[src/rtl/mesi_cmd_sequencer.sv]
// Trace command sequencer: buffers {code, hit} pairs in a small FIFO and decodes them
// in order into MESI event codes, clear/print strobes, or a sticky illegal-code flag.
module mesi_cmd_sequencer #(
   parameter int FIFO_DEPTH = 4
) (
   input  logic        clk,
   input  logic        reset,
   input  logic        cmd_valid,
   output logic        cmd_ready,
   input  logic [3:0]  cmd_code,
   input  logic        cmd_hit,
   output logic [2:0]  inbits,
   output logic        inbits_valid,
   input  logic        inbits_ready,
   output logic        clear_pulse,
   output logic        print_pulse,
   output logic        err_cmd,
   output logic [15:0] evt_count
);

   localparam int AW = $clog2(FIFO_DEPTH);

   typedef enum logic {
      ST_EMPTY,
      ST_HOLD
   } state_t;

   typedef struct packed {
      logic [3:0] code;
      logic       hit;
   } cmd_t;

   cmd_t        fifo_mem [FIFO_DEPTH];
   logic [AW:0] wr_ptr_q, wr_ptr_d;
   logic [AW:0] rd_ptr_q, rd_ptr_d;
   state_t      state_q, state_d;
   logic [2:0]  inbits_q, inbits_d;
   logic        clear_pulse_q, clear_pulse_d;
   logic        print_pulse_q, print_pulse_d;
   logic        err_cmd_q, err_cmd_d;
   logic [15:0] evt_count_q, evt_count_d;

   logic fifo_full, fifo_empty, push, pop, out_hs, out_free;
   cmd_t head;
   logic       head_is_event, head_is_clear, head_is_print, head_is_illegal;
   logic [2:0] head_evt;

   // Extra MSB on each pointer separates full (MSBs differ) from empty (all equal).
   assign fifo_empty = (wr_ptr_q == rd_ptr_q);
   assign fifo_full  = (wr_ptr_q[AW] != rd_ptr_q[AW]) &&
                       (wr_ptr_q[AW-1:0] == rd_ptr_q[AW-1:0]);

   assign cmd_ready    = !fifo_full && !reset;
   assign push         = cmd_valid && cmd_ready;
   assign inbits_valid = (state_q == ST_HOLD);
   assign out_hs       = inbits_valid && inbits_ready;
   assign out_free     = (state_q == ST_EMPTY) || out_hs;
   assign pop          = !fifo_empty && out_free;
   assign head         = fifo_mem[rd_ptr_q[AW-1:0]];

   always_comb begin
      head_is_event   = 1'b0;
      head_is_clear   = 1'b0;
      head_is_print   = 1'b0;
      head_is_illegal = 1'b0;
      head_evt        = 3'b000;
      case (head.code)
         4'd0, 4'd2: begin head_is_event = 1'b1; head_evt = head.hit ? 3'b000 : 3'b001; end
         4'd1:       begin head_is_event = 1'b1; head_evt = head.hit ? 3'b010 : 3'b011; end
         4'd3:       begin head_is_event = 1'b1; head_evt = 3'b100; end
         4'd4:       begin head_is_event = 1'b1; head_evt = 3'b101; end
         4'd5:       begin head_is_event = 1'b1; head_evt = 3'b110; end
         4'd6:       begin head_is_event = 1'b1; head_evt = 3'b111; end
         4'd8:       head_is_clear   = 1'b1;
         4'd9:       head_is_print   = 1'b1;
         default:    head_is_illegal = 1'b1;
      endcase
   end

   // NOTE: every output of a combinational block gets a default first so no path infers a latch.
   always_comb begin
      wr_ptr_d      = push ? wr_ptr_q + (AW+1)'(1) : wr_ptr_q;
      rd_ptr_d      = pop  ? rd_ptr_q + (AW+1)'(1) : rd_ptr_q;
      state_d       = state_q;
      inbits_d      = inbits_q;
      clear_pulse_d = pop && head_is_clear;
      print_pulse_d = pop && head_is_print;
      err_cmd_d     = err_cmd_q || (pop && head_is_illegal);
      evt_count_d   = out_hs ? evt_count_q + 16'd1 : evt_count_q;
      if (out_hs) begin
         state_d = ST_EMPTY;
      end
      // A new event popping on the handshake edge keeps the stage in HOLD back to back.
      if (pop && head_is_event) begin
         state_d  = ST_HOLD;
         inbits_d = head_evt;
      end
   end

   // NOTE: state uses non-blocking assignments so every flop samples pre-edge values.
   always_ff @(posedge clk or posedge reset) begin
      if (reset) begin
         wr_ptr_q      <= '0;
         rd_ptr_q      <= '0;
         state_q       <= ST_EMPTY;
         inbits_q      <= 3'b000;
         clear_pulse_q <= 1'b0;
         print_pulse_q <= 1'b0;
         err_cmd_q     <= 1'b0;
         evt_count_q   <= 16'd0;
      end else begin
         wr_ptr_q      <= wr_ptr_d;
         rd_ptr_q      <= rd_ptr_d;
         state_q       <= state_d;
         inbits_q      <= inbits_d;
         clear_pulse_q <= clear_pulse_d;
         print_pulse_q <= print_pulse_d;
         err_cmd_q     <= err_cmd_d;
         evt_count_q   <= evt_count_d;
      end
   end

   // NOTE: storage is left unreset; the pointers alone decide which entries are valid.
   always_ff @(posedge clk) begin
      if (push) begin
         fifo_mem[wr_ptr_q[AW-1:0]] <= '{code: cmd_code, hit: cmd_hit};
      end
   end

   assign inbits      = inbits_q;
   assign clear_pulse = clear_pulse_q;
   assign print_pulse = print_pulse_q;
   assign err_cmd     = err_cmd_q;
   assign evt_count   = evt_count_q;

endmodule

[config.mk]
export PLATFORM = sky130hd
export DESIGN_NAME = mesi_cmd_sequencer
export DESIGN_NICKNAME = d
export VERILOG_FILES = /design/src/rtl/mesi_cmd_sequencer.sv
export SDC_FILE = /design/constraint.sdc
export NUM_CORES = 1
export LEC_CHECK = 0
export ABC_AREA = 1
export BUFFER_PORTS_ARGS = -buffer_cell sky130_fd_sc_hd__buf_2
export CAP_MARGIN = 20
export CORE_MARGIN = 4
export CORE_UTILIZATION = 50
export CTS_BUF_LIST = sky130_fd_sc_hd__clkbuf_4 sky130_fd_sc_hd__clkbuf_8 sky130_fd_sc_hd__clkbuf_16
export CTS_CLUSTER_DIAMETER = 80
export DETAILED_ROUTE_END_ITERATION = 7
export GPL_TIMING_DRIVEN = 0
export PLACE_DENSITY = 0.78
export SLEW_MARGIN = 0
export SYNTH_ARGS = -nofsm -noshare
export SYNTH_HDL_FRONTEND = slang
export SYNTH_SLANG_ARGS = --single-unit
[constraint.sdc]
create_clock -name clk -period 3.67 [get_ports clk]
set_input_delay 0.9175 -clock clk [delete_from_list [all_inputs] [get_ports clk]]
set_output_delay 0.9175 -clock clk [all_outputs]
set_load 0.005 [all_outputs]
==> reports/qor.txt <==
Hold/Removal Path Class = flip-flop to flip-flop
clk_lat worst skew = 0.30 ns
CTS root buffer = clkbuf_8
CP Cell Sequence = buf_2, inv_1, nand2_1, inv_1, buf_2
warnings from Yosys = 0
DR iter-0 viols = 33
synthesized cell area = 0.002345 mm2
most frequent cell after synthesis = nand2_1
Critical Path RT = 2.75 ns
Final period util = 71.98%
worst slack, placed = 0.9855 ns
I/O Pins = 33
RSZ-0062 raised after global routing = no
H-tree depth = 2
Fin. Hold Viols = 0
nature of the critical path startpoint = primary input
Worst Skew = 0.006445 ns
count of cell types in the netlist = 28
Avg WL per Cell = 12.27 um
diodes inserted = 0
maximum VDD drop = 0.2601 mV
Slew HR = 60.75%
Initial Util = 52.76%
dpl hpwl = 2.896 mm
multi-input logic area = 880.8 um2
Overall Global Routing Usage = 14.51%
syn nets = 238
Critical Path Source = reset
FMAX = 0.3786 GHz
Crit Path Max Fanout = 13
Slew Limit Fails = 0
Clock transition at path regs = 0.08 ns
critical path data arrival time = 1.72 ns
Leakage Power = 0.001328 uW
CTS buffer count = 5
Crit Path Class = primary input to output pin
post-CTS setup buffers = 0
vias per std cell = 4.892
Top FF cell, synth = dfrtp_1
Min-Delay Startpoint = evt_count[15]
Synth area leaders = dfrtp_1 31%, edfxtp_1 26%, nand2_1 8.6%
setup ws final = 1.029 ns
TNS Setup = 0 ns
number of enable flip-flop cells after synthesis = 20
r2r setup slk = 1.82 ns
Die H = 76.48 um
Finished Cell Area = 0.002708 mm2
Max-Cap Viols = 0
antenna violations before repair = 0
sequential area share after synthesis = 56.56%
Rows = 24
cts hold-fix bufs = 0
fin crit period = 2.641 ns
Synth Instances = 223
status = completed
Synth area leader = dfrtp_1
Seq cells post-synth = 49
Vias = 1,546
TritonRoute pass-1 iters = 4
die width = 76.48 um
top-area cell type share of the netlist area = 30.95%
Die ar. = 0.005849 mm2
ANT nets after route = 0
Synth top cells by count = 54 x nand2_1, 29 x dfrtp_1, 23 x inv_1
core box area = 0.004444 mm2
Post-Route WL = 3.878 mm
IO Port Bufs = 32
worst slew pin tran = 0.5881 ns
clock sinks = 49
reg2reg start = rd_ptr_q[0]
Overflow after GRT = 0
Sequential cell area = 0.001326 mm2
first-pass GRT wire length = 6.755 mm
setup violators final = 0
Max stage delay on crit path = 0.43 ns
CTS tree = done
Bufs on Longest Clock Path = 2
P&R area growth vs syn = 15.48%
Synth Area per Inst = 10.51 um2
Fillers = 359
Post-synth ARST share = 59.18%
number of global-route vias before repair = 1,465
crit end category = output pin
Placed Area = 0.002597 mm2
drt drc = 0
largest net degree at the start of global routing = 20
Critical Path Slowest Stage Cell = inv_1
share of cells above drive strength 1 = 28.41%
pwr dens = 747.7 mW/mm2
global placement routability congestion = 0.7401
Final Net Count = 278
post_cts resized = 0
[final cells by class]
type	instances	share of cell area [%]
timing repair buffer	33	6.932
clock buffer	5	2.542
tap	52	2.403
sequential	49	48.98
clock inverter	3	1.525
multi-input combinational	144	32.53
inverter	27	3.836
buffer	3	1.248
[metrics by stage]
| step | instances | total power (uW) | hold WS, ns | utilization, % |
|---|---|---|---|---|
| floorplan | 223 | 1459 | 0.4650 | - |
| detailed placement | 308 | 1673 | 0.4584 | 58.45 |
| global route | 316 | 2205 | 0.4921 | 60.92 |
| global placement | 307 | 1632 | 0.4560 | 57.83 |
| finish | 316 | 2024 | 0.4696 | 60.92 |
| CTS | 316 | 2054 | 0.4746 | 60.92 |
[routing by layer]
| layer | GRT usage [%] | up-vias | wire length [um] |
|---|---|---|---|
| met1 | 17.56 | 719 | 1704 |
| met5 | 0 | - | 0 |
| li1 | - | 787 | - |
| met2 | 24.43 | 31 | 1926 |
| met4 | 6.703 | 0 | 92 |
| met3 | 3.428 | 9 | 155 |
[state kept, by name (all words and copies together), names as in the netlist]
| register | count |
|---|---|
| fifo_mem | 20 |
| evt_count | 16 |
| inbits | 3 |
| rd_ptr_q | 3 |
| wr_ptr_q | 3 |
| clear_pulse | 1 |
| err_cmd | 1 |
| inbits_valid | 1 |
| print_pulse | 1 |
[cell families after synthesis]
family / share of synthesized area (%)
buf+inv: 5.870
mux: 0.4802
flops: 56.56
compound gates: 1.601
xor+xnor: 8.111
simple gates: 24.17
fa+ha+maj: 3.202
[where the power goes]
| group | internal [uW] | total, uW | switching [uW] | leakage (uW) |
|---|---|---|---|---|
| Clock | 201 | 372 | 171 | 0.0000518 |
| Combinational | 347 | 866 | 519 | 0.000734 |
| Sequential | 692 | 787 | 95.2 | 0.000543 |
| Total | 1240 | 2020 | 786 | 0.00133 |
[critical path: cells and delay by family]
family | cells | cell delay [ns]
buf+inv | 4 | 0.68
simple gates | 1 | 0.11
[placed cells by master (no fill, tap or decap), types with 2 or more instances in the layout]
master and n:
ha_1 6, edfxtp_1 20, xnor2_2 2, o21ai_0 2, nand2_1 54, inv_1 23, xnor2_1 9, buf_2 32
nand2_4 2, nor2_1 11, nor4_1 2, nand3_1 16, clkbuf_8 5, o21ai_1 3, xor2_1 9, nand3_2 7
buf_6 3, nor2_4 2, nor2_2 3, inv_2 3, dfrtp_1 29, nand2_2 9
[final timing paths]
path | end | cells after the start
worst max register to register | fifo_mem[0][4] | 5
max in group asynchronous | evt_count[2] | 3
worst min-delay path | evt_count[15] | 1
worst min register to register | evt_count[15] | 1
min in group asynchronous | evt_count[15] | 2
worst max-delay path | cmd_ready | 5
No activity file was read; power rests on OpenSTA's default activity.
